**src/rtl/hazard_pkg.sv**
```systemverilog
// Shared types for the pipeline sequencing controller: FSM state encoding,
// the per-cycle decision, and the bundle of pipeline-register controls.
package hazard_pkg;

    typedef enum logic [1:0] {
        ST_RUN      = 2'd0,
        ST_MEM_WAIT = 2'd1,
        ST_HALT     = 2'd2,
        ST_FAULT    = 2'd3
    } state_t;

    localparam logic PC_SEL_INC = 1'b0;
    localparam logic PC_SEL_TGT = 1'b1;

    typedef enum logic [2:0] {
        DEC_MEMWAIT  = 3'd0,
        DEC_REDIRECT = 3'd1,
        DEC_HALT     = 3'd2,
        DEC_LOADUSE  = 3'd3,
        DEC_NORMAL   = 3'd4
    } dec_t;

    typedef struct packed {
        logic if_en;
        logic pc_sel;
        logic ifid_en;
        logic ifid_flush;
        logic idex_en;
        logic idex_flush;
        logic back_en;
    } ctrl_t;

    // First match wins: a stalled memory freezes everything, even a redirect.
    function automatic dec_t pick_decision(input logic memwait, input logic redirect,
                                           input logic halt, input logic loaduse);
        dec_t d;
        if (memwait)       d = DEC_MEMWAIT;
        else if (redirect) d = DEC_REDIRECT;
        else if (halt)     d = DEC_HALT;
        else if (loaduse)  d = DEC_LOADUSE;
        else               d = DEC_NORMAL;
        return d;
    endfunction

    function automatic ctrl_t dec_ctrl(input dec_t dec);
        ctrl_t c;
        c = '0;
        c.pc_sel = PC_SEL_INC;
        case (dec)
            DEC_MEMWAIT: begin
                c = '0;
            end
            DEC_REDIRECT: begin
                c.if_en      = 1'b1;
                c.pc_sel     = PC_SEL_TGT;
                c.ifid_en    = 1'b1;
                c.ifid_flush = 1'b1;
                c.idex_en    = 1'b1;
                c.idex_flush = 1'b1;
                c.back_en    = 1'b1;
            end
            DEC_HALT, DEC_LOADUSE: begin
                // Hold IF and ID, push a bubble into EX, let older work move on.
                c.idex_en    = 1'b1;
                c.idex_flush = 1'b1;
                c.back_en    = 1'b1;
            end
            default: begin
                c.if_en   = 1'b1;
                c.ifid_en = 1'b1;
                c.idex_en = 1'b1;
                c.back_en = 1'b1;
            end
        endcase
        return c;
    endfunction

endpackage

```
**src/rtl/hazard_ctrl_sat_counter.sv**
```systemverilog
// Saturating up-counter used for the stall and flush performance counters.
// Holds at all-ones instead of wrapping.
module sat_counter #(
    parameter int WIDTH = 16
) (
    input  logic             clk,
    input  logic             rst,
    input  logic             inc,
    output logic [WIDTH-1:0] count
);

    localparam logic [WIDTH-1:0] LP_ONE = WIDTH'(1);
    localparam logic [WIDTH-1:0] LP_MAX = {WIDTH{1'b1}};

    always_ff @(posedge clk) begin
        if (rst) begin
            count <= '0;
        end else if (inc && (count != LP_MAX)) begin
            count <= count + LP_ONE;
        end
    end

endmodule

```
**src/rtl/hazard_ctrl.sv**
```systemverilog
// Pipeline sequencing controller for the 5-stage core: load-use stalls,
// EX redirects, data-memory wait with watchdog, halt, and perf counters.
module hazard_ctrl
    import hazard_pkg::*;
#(
    parameter int CNT_W       = 16,
    parameter int WD_W        = 8,
    parameter int MEM_TIMEOUT = 200
) (
    input  logic             i_clk,
    input  logic             i_rst,
    input  logic [4:0]       i_id_rs1,
    input  logic [4:0]       i_id_rs2,
    input  logic             i_id_rs1_used,
    input  logic             i_id_rs2_used,
    input  logic [4:0]       i_ex_rd,
    input  logic             i_ex_mem_read,
    input  logic             i_ex_redirect,
    input  logic             i_ex_halt,
    input  logic             i_mem_req,
    input  logic             i_mem_ready,
    output logic             o_if_en,
    output logic             o_pc_sel,
    output logic             o_ifid_en,
    output logic             o_ifid_flush,
    output logic             o_idex_en,
    output logic             o_idex_flush,
    output logic             o_back_en,
    output logic             o_halted,
    output logic             o_fault,
    output logic [CNT_W-1:0] o_stall_cnt,
    output logic [CNT_W-1:0] o_flush_cnt
);

    localparam logic [WD_W-1:0] LP_WD_ONE  = WD_W'(1);
    localparam logic [WD_W-1:0] LP_TIMEOUT = WD_W'(MEM_TIMEOUT);

    state_t          r_state;
    logic [WD_W-1:0] r_wd;

    logic            w_memwait;
    logic            w_rs1_hit;
    logic            w_rs2_hit;
    logic            w_loaduse;
    logic            w_active;
    dec_t            w_dec;
    ctrl_t           w_ctrl;
    logic [WD_W-1:0] w_wd_next;
    logic            w_stall_inc;
    logic            w_flush_inc;

    assign w_memwait = i_mem_req & ~i_mem_ready;
    assign w_rs1_hit = i_id_rs1_used & (i_id_rs1 == i_ex_rd);
    assign w_rs2_hit = i_id_rs2_used & (i_id_rs2 == i_ex_rd);
    assign w_loaduse = i_ex_mem_read & (i_ex_rd != 5'd0) & (w_rs1_hit | w_rs2_hit);

    // RUN and MEM_WAIT share the decision; in MEM_WAIT it still picks memwait until ready.
    assign w_active = (r_state == ST_RUN) || (r_state == ST_MEM_WAIT);
    assign w_dec    = pick_decision(w_memwait, i_ex_redirect, i_ex_halt, w_loaduse);

    always_comb begin
        w_ctrl = '0;
        if (i_rst) begin
            w_ctrl.ifid_flush = 1'b1;
            w_ctrl.idex_flush = 1'b1;
        end else begin
            case (r_state)
                ST_RUN, ST_MEM_WAIT: begin
                    w_ctrl = dec_ctrl(w_dec);
                end
                ST_HALT: begin
                    w_ctrl.idex_flush = 1'b1;
                    w_ctrl.back_en    = ~w_memwait;
                end
                default: begin
                    w_ctrl = '0;
                end
            endcase
        end
    end

    assign o_if_en      = w_ctrl.if_en;
    assign o_pc_sel     = w_ctrl.pc_sel;
    assign o_ifid_en    = w_ctrl.ifid_en;
    assign o_ifid_flush = w_ctrl.ifid_flush;
    assign o_idex_en    = w_ctrl.idex_en;
    assign o_idex_flush = w_ctrl.idex_flush;
    assign o_back_en    = w_ctrl.back_en;
    assign o_halted     = ~i_rst & (r_state == ST_HALT);
    assign o_fault      = ~i_rst & (r_state == ST_FAULT);

    // Watchdog counts wait cycles; the first one is seen while still in RUN.
    assign w_wd_next = (r_state == ST_RUN) ? LP_WD_ONE : (r_wd + LP_WD_ONE);

    always_ff @(posedge i_clk) begin
        if (i_rst) begin
            r_state <= ST_RUN;
            r_wd    <= '0;
        end else begin
            case (r_state)
                ST_RUN, ST_MEM_WAIT: begin
                    if (w_dec == DEC_MEMWAIT) begin
                        r_wd    <= w_wd_next;
                        r_state <= (w_wd_next >= LP_TIMEOUT) ? ST_FAULT : ST_MEM_WAIT;
                    end else begin
                        r_wd    <= '0;
                        r_state <= (w_dec == DEC_HALT) ? ST_HALT : ST_RUN;
                    end
                end
                default: begin
                    r_state <= r_state;
                    r_wd    <= r_wd;
                end
            endcase
        end
    end

    assign w_stall_inc = ~i_rst & w_active & ~w_ctrl.if_en;
    assign w_flush_inc = ~i_rst & w_active & (w_dec == DEC_REDIRECT);

    sat_counter #(.WIDTH(CNT_W)) u_stall_cnt (
        .clk   (i_clk),
        .rst   (i_rst),
        .inc   (w_stall_inc),
        .count (o_stall_cnt)
    );

    sat_counter #(.WIDTH(CNT_W)) u_flush_cnt (
        .clk   (i_clk),
        .rst   (i_rst),
        .inc   (w_flush_inc),
        .count (o_flush_cnt)
    );

endmodule

```
**config.mk**
```make
export PLATFORM = sky130hd
export DESIGN_NAME = hazard_ctrl
export DESIGN_NICKNAME = d
export VERILOG_FILES = /design/src/rtl/hazard_pkg.sv /design/src/rtl/hazard_ctrl_sat_counter.sv /design/src/rtl/hazard_ctrl.sv
export SDC_FILE = /design/constraint.sdc
export NUM_CORES = 1
export LEC_CHECK = 0
export CAP_MARGIN = 20
export CORE_ASPECT_RATIO = 0.7
export CORE_MARGIN = 3
export CORE_UTILIZATION = 48
export CTS_CLUSTER_SIZE = 25
export DETAILED_ROUTE_END_ITERATION = 8
export GPL_TIMING_DRIVEN = 0
export PLACE_DENSITY = 0.82
export SLEW_MARGIN = 20
export SYNTH_ARGS = -nofsm -noshare
export SYNTH_HDL_FRONTEND = slang
export SYNTH_SLANG_ARGS = --single-unit
export TNS_END_PERCENT = 5
```
**constraint.sdc**
```tcl
create_clock -name i_clk -period 2.46 [get_ports i_clk]
set_input_delay 0.492 -clock i_clk [delete_from_list [all_inputs] [get_ports i_clk]]
set_output_delay 0.492 -clock i_clk [all_outputs]
set_load 0.1 [all_outputs]
```
### After elaboration in Yosys (flattened, before gate mapping)

Cells that the tools add are included.
W data, S select, Z words.

* register bits after elaboration: 42
* bits in latches: 0
* RAM bits: 0
* memory bits (read-only): 0
* bits of input ports: 24
* output and inout bits: 41
* logic and storage cells: 62
* memories: 0

* add/sub/neg operators: 3
* multiply operators: 0
* div/mod/pow operators: 0
* magnitude comparators: 1
* eq/ne operators: 10
* shifts and indexed selects: 0
* multiplexer cells: 20
* bitwise logic cells: 15
* reduce and logical (&&, ||, !) cells: 9

Operators with widths (number)
* $add A16 B1 Y16 const B: 2
* $ne A16 B16 Y1 const B: 2
* $mux W8: 2
* $mux W3: 5
* $and A1 B1 Y1: 10
* $eq A5 B5 Y1: 2
* $add A8 B1 Y8 const B: 1
* $ge A8 B8 Y1 const B: 1
* $mux W1: 8
* $eq A3 B2 Y1 const B: 2
* $mux W2: 3
* $reduce_or A3 Y1: 2
* $mux W5: 1
* $reduce_bool A5 Y1: 1
* $eq A2 B2 Y1 const B: 2
* $not A1 Y1: 4
* $pmux W2 S2: 1
* $eq A3 B1 Y1 const B: 1
* $logic_not A3 Y1: 1
* $eq A2 B1 Y1 const B: 1
* $logic_and A1 B1 Y1: 2
* $logic_not A2 Y1: 1
* $reduce_or A2 Y1: 1
* $logic_or A1 B1 Y1: 1
* $or A1 B1 Y1: 1

### Logic depth before layout (Yosys ltp)

* depth after elaboration: 16
* gate-level depth with buffers: 9

### By module

Synthesis repeated with hierarchy kept, for this count alone.

* cell total of the unflattened synthesis: 307
* area, all modules: 2524.9 um2

By module, submodules not included
* sat_counter: instances 2, cells an instance 99, area an instance 848.3 um2, seq. area each 320.3 um2
* hazard_ctrl: instances 1, cells an instance 109, area an instance 828.3 um2, seq. area each 200.2 um2

### Worst setup path before layout

Ideal clock, no wire load.

* kind: in2out
* start point: in i_ex_rd[0]
* end point: out o_ifid_en
* arrival time: 3.178 ns
* required time: 1.968 ns
* path slack: -1.210 ns
* stages: 6
* path buffers: 1
* cell sequence: or4_1 > o21a_1 > a21oi_1 > nor2_1 > nor2_1 > buf_4

* cells in the longest elaborated chain, start to end: 13

RTL lines
* start, declared: RTL line hazard_ctrl.sv:16 `input logic [4:0] i_ex_rd,`
* $eq A5 B5 Y1, on equally long branches: RTL line hazard_ctrl.sv:53, hazard_ctrl.sv:54
* $and A1 B1 Y1, on equally long branches: RTL line hazard_ctrl.sv:53, hazard_ctrl.sv:54
* $or A1 B1 Y1: RTL line hazard_ctrl.sv:55 `assign w_loaduse = i_ex_mem_read & (i_ex_rd != 5'd0) & (w_rs1_hit | w_rs2_hit);`
* $and A1 B1 Y1 (*): RTL line hazard_ctrl.sv:55
* $mux W3 (*): RTL line hazard_pkg.sv:40 `else if (loaduse) d = DEC_LOADUSE;`
* $mux W3 (*): RTL line hazard_pkg.sv:39 `else if (halt) d = DEC_HALT;`
* $mux W3 (*): RTL line hazard_pkg.sv:38 `else if (redirect) d = DEC_REDIRECT;`
* $mux W3 (*): RTL line hazard_pkg.sv:37 `if (memwait) d = DEC_MEMWAIT;`
* $eq A3 B2 Y1 or $logic_not A3 Y1 (tied branches): RTL line hazard_pkg.sv:49 `case (dec)`
* $reduce_or A3 Y1 (no line) (*)
* $mux W1 (*): RTL line hazard_pkg.sv:49
* $mux W5 (*): RTL line hazard_ctrl.sv:67 `case (r_state)`
* $mux W3 (*): RTL line hazard_ctrl.sv:63 `if (i_rst) begin`
* end, declared: RTL line hazard_ctrl.sv:24 `output logic o_ifid_en,`

Mark *: on every way between the ends. The rest lies on a longest branch, timed or not.

### Final worst setup path

* start point: in i_id_rs2[4]
* end point: out o_idex_flush

* cells in the longest elaborated chain, start to end: 13

RTL lines
* start, declared: RTL line hazard_ctrl.sv:13 `input logic [4:0] i_id_rs2,`
* $eq A5 B5 Y1 (*): RTL line hazard_ctrl.sv:54 `assign w_rs2_hit = i_id_rs2_used & (i_id_rs2 == i_ex_rd);`
* $and A1 B1 Y1 (*): RTL line hazard_ctrl.sv:54
* $or A1 B1 Y1 (*): RTL line hazard_ctrl.sv:55
* $and A1 B1 Y1 (*): RTL line hazard_ctrl.sv:55
* $mux W3 (*): RTL line hazard_pkg.sv:40
* $mux W3 (*): RTL line hazard_pkg.sv:39
* $mux W3 (*): RTL line hazard_pkg.sv:38
* $mux W3 (*): RTL line hazard_pkg.sv:37
* $eq A3 B2 Y1 or $eq A3 B1 Y1 (tied branches): RTL line hazard_pkg.sv:49
* $reduce_or A3 Y1 (no line) (*)
* $mux W1 (*): RTL line hazard_pkg.sv:49
* $pmux W2 S2 (*): RTL line hazard_ctrl.sv:67
* $mux W1 (*): RTL line hazard_ctrl.sv:63
* end, declared: RTL line hazard_ctrl.sv:27 `output logic o_idex_flush,`

Marks and branches as above.

==> results.py <==
metrics = {
    "outcome": {
        "outcome": "finished with violations",
        "violations": "negative setup slack",
    },
    "clock_tree": {
        "cts.sinks": 42,
        "cts.path.max_buffers": 2,
        "h-tree-depth": 2,
        "cts_inserted_buffers": 5,
        "clock_latency_ps": 290,
        "path_clk_slew_ps": 70,
        "cts_tree": "built",
        "cts_root_buf": "clkbuf_8",
    },
    "yosys": {
        "syn-cell-area_um2": 2350,
        "synthMostInstantiatedCell": "dfxtp_1",
        "synth_area_leaders": "dfxtp_1 (36%), nor2_1 (5.9%), xnor2_1 (5.6%), a21oi_1 (5.5%), nand2_1 (4.3%)",
        "yosysTopAreaCell": "dfxtp_1",
        "synth-edff-count": 0,
        "synth_nets": 323,
        "ys_seq_area_share_pct": 35.8,
        "ys_ff_latch": 42,
        "async_reset_ff_share_pct": 0,
        "synth_warnings": 0,
        "synth.distinct_cells": 50,
        "syn_avg_cell_area_um2": 7.93,
        "synth_common_cells": "dfxtp_1 (42), nor2_1 (37), nand2_1 (27)",
        "synthFlopType": "dfxtp_1",
        "synth_top_area_share_pct": 35.8,
        "syn_inst": 296,
    },
    "final_layout": {
        "fin_cells": 435,
        "n_antenna_cell": 0,
        "fin_util_pct": 71.2,
        "synthToLayoutAreaGrowth_pct": 37.4,
        "nets": 396,
        "layout-drive-gt1-share_pct": 11.7,
    },
    "place": {
        "gp_congestion": 0.843,
        "hpwl_mm": 4.83,
        "placed_cells": 425,
        "numPortBuffers": 63,
    },
    "pwr": {
        "sw_frac_of_total_pct": 30.8,
        "p_sw_w": 0.000435,
        "vdd_drop_max_uv": 252,
        "pwr_density_cell_nw_per_um2": 438,
        "intPower_w": 0.000978,
        "clock_power_share_pct": 29.9,
        "cellLeakagePower_nw": 1.28,
        "p_comb_share_pct": 20.5,
        "p_seq_share_pct": 49.5,
    },
    "critical_path": {
        "cp.arrival_ps": 2000,
        "cp-end-kind": "primary output",
        "r2r_start": "u_stall_cnt.count[0]",
        "worst_r2r_path_depth": 9,
        "worstPathRequired_ps": 1970,
        "crit_fanout": 2,
        "crit_path_start": "i_id_rs2[4]",
        "path_cells": "clkdlybuf4s50_1 -> xnor2_1 -> nand4_1 -> o22ai_2 -> a21oi_2 -> buf_4 -> a31oi_4 -> buf_12",
        "cpPeakStageDelay_ps": 490,
        "reg2reg_slack_ps": 170,
        "crit_type": "in2out",
        "r2r_end": "u_stall_cnt.count[1]",
        "critPathCapture": "o_idex_flush",
        "crit_slowest_cell": "clkdlybuf4s50_1",
        "cp-start-kind": "input port",
    },
    "routing": {
        "wl_per_cell_um": 15.2,
        "vias": 2451,
        "drtAntennaViolNets": 0,
        "drt-initial-drc-count": 122,
        "routed_wl_mm": 6.62,
        "dr.pass1.iters": 4,
        "vias_per_cell": 5.63,
        "drc": 0,
    },
    "timing": {
        "grt_setup_unrepaired": "true",
        "finalHoldViolCount": 0,
        "fmaxAchievable_mhz": 402,
        "fin_crit_sh_pct": 101,
        "setup_viol": 2,
        "min_period_ps": 2490,
        "skew_ps": 5.38,
        "slew_violations": 0,
        "worst_slew_pin_slew_ps": 989,
        "setup_ws_ps": -29.8,
        "maxSlewHeadroom_pct": 33.8,
    },
    "floorplan": {
        "start_util_pct": 51.8,
        "die_area_um2": 5780,
        "rows": 20,
        "dieHeight_um": 64.5,
        "core_um2": 4530,
        "fp.dieW_um": 89.6,
        "io_pins": 65,
    },
    "global_route": {
        "grt-ovfl-total": 0,
        "antenna_found_initial": 0,
        "grt_max_degree": 13,
        "grt_util_all_layers_pct": 24.4,
        "grt_pass1_vias": 2334,
        "grt_pass1_wl_mm": 11.2,
    },
    "run": {
        "drv_cap": 0,
    },
    "hold_path": {
        "hp-class": "reg2reg",
    },
}
## worst min-delay path by stage
| stage | start | to | slack (ps) | depth (start not counted) |
|---|---|---|---|---|
| 2_1_floorplan | r_wd[2] | r_wd[2] | 460 | 2 |
| 3_3_place_gp | r_wd[2] | r_wd[2] | 480 | 2 |
| 3_5_place_dp | u_flush_cnt.count[10] | u_flush_cnt.count[10] | 500 | 2 |
| 4_1_cts | r_wd[2] | r_wd[2] | 510 | 2 |
| 5_1_grt | u_stall_cnt.count[15] | u_stall_cnt.count[15] | 540 | 2 |
| 6_report | u_stall_cnt.count[15] | u_stall_cnt.count[15] | 520 | 2 |
## logic make-up after synthesis
group / count (synthesis) / share of synthesized area (%)
flip-flops: 42 / 35.8
adder cells (fa/ha/maj): 3 / 1.60
AND/OR/NAND/NOR: 137 / 30.1
buffers and inverters: 21 / 4.53
AO/OA/AOI/OAI: 65 / 17.1
multiplexers: 4 / 1.81
XOR/XNOR: 24 / 8.96
## cell type report
| type | instances | area (um2) |
|---|---|---|
| multi-input cells | 233 | 1440 |
| inverters | 7 | 26.3 |
| clock buffers | 5 | 68.8 |
| well taps | 66 | 82.6 |
| plain buffers | 14 | 88.8 |
| flip-flops and latches | 42 | 843 |
| fillers | 371 | 1310 |
| clock inverters | 2 | 10.0 |
| repair buffers | 66 | 666 |
## sequential cells by signal (all words and copies together), names as in the netlist
register,count
r_state,2
u_stall_cnt.count,16
u_flush_cnt.count,16
r_wd,8
## per-stage QoR
stage                     total power [W]  setup TNS (ps)  hold slack [ps]  worst slack (ps)  cell area [um2]
after detailed placement         0.000994          -13670              501             -1460             3080
after floorplan                  0.000902           -5910              462              -356             2360
after global routing              0.00147            -249              544             -90.2             3220
final                             0.00141           -46.9              523             -29.8             3220
after CTS                         0.00142            -252              511             -91.9             3200
after global placement           0.000992          -12960              479             -1440             3080
## placed cells by master, fill, tap and decap left out, types with 6 or more instances in the layout
master           count
a21oi_1             25
and3_1               6
clkbuf_1             6
clkdlybuf4s50_1     39
dfxtp_1             40
dlymetal6s2s_1      10
inv_1                7
nand2_1             27
nand3_1              8
nand4_1             14
nor2_1              35
nor3_1               9
o21ai_0             11
o21ai_1              7
or3_1                9
xnor2_1             15
xor2_1               9
## what timing repair did
action,4_1_cts,5_1_grt
resized for setup,74,22
pin swaps,6,14
setup buffers,3,0
cloned,0,0
endpoints found under the setup margin,14,28
hold buffers,0,0
## layer usage
layer	up-vias	GRT usage, %	part of all wire (%)
li1	1214	-	-
met3	6	4.70	5.9
met2	74	35.3	46
met1	1157	37.0	48
met5	-	0	0
met4	0	5.95	0.83
## critical path, delay by kind of cell
family / cells / cell delay, ps
buffers and inverters: 3 / 820
AO/OA/AOI/OAI: 3 / 430
XOR/XNOR: 1 / 120
AND/OR/NAND/NOR: 1 / 120
## power groups by stage
stage               clock, W  sequential, W  combinational (W)
detailed placement         0       0.000715           0.000280
global route        0.000457       0.000702           0.000307
global placement           0       0.000715           0.000277
floorplan                  0       0.000744           0.000158
finish              0.000423       0.000700           0.000290
CTS                 0.000428       0.000699           0.000291
Note: power is estimated with default switching activity, not from simulation.
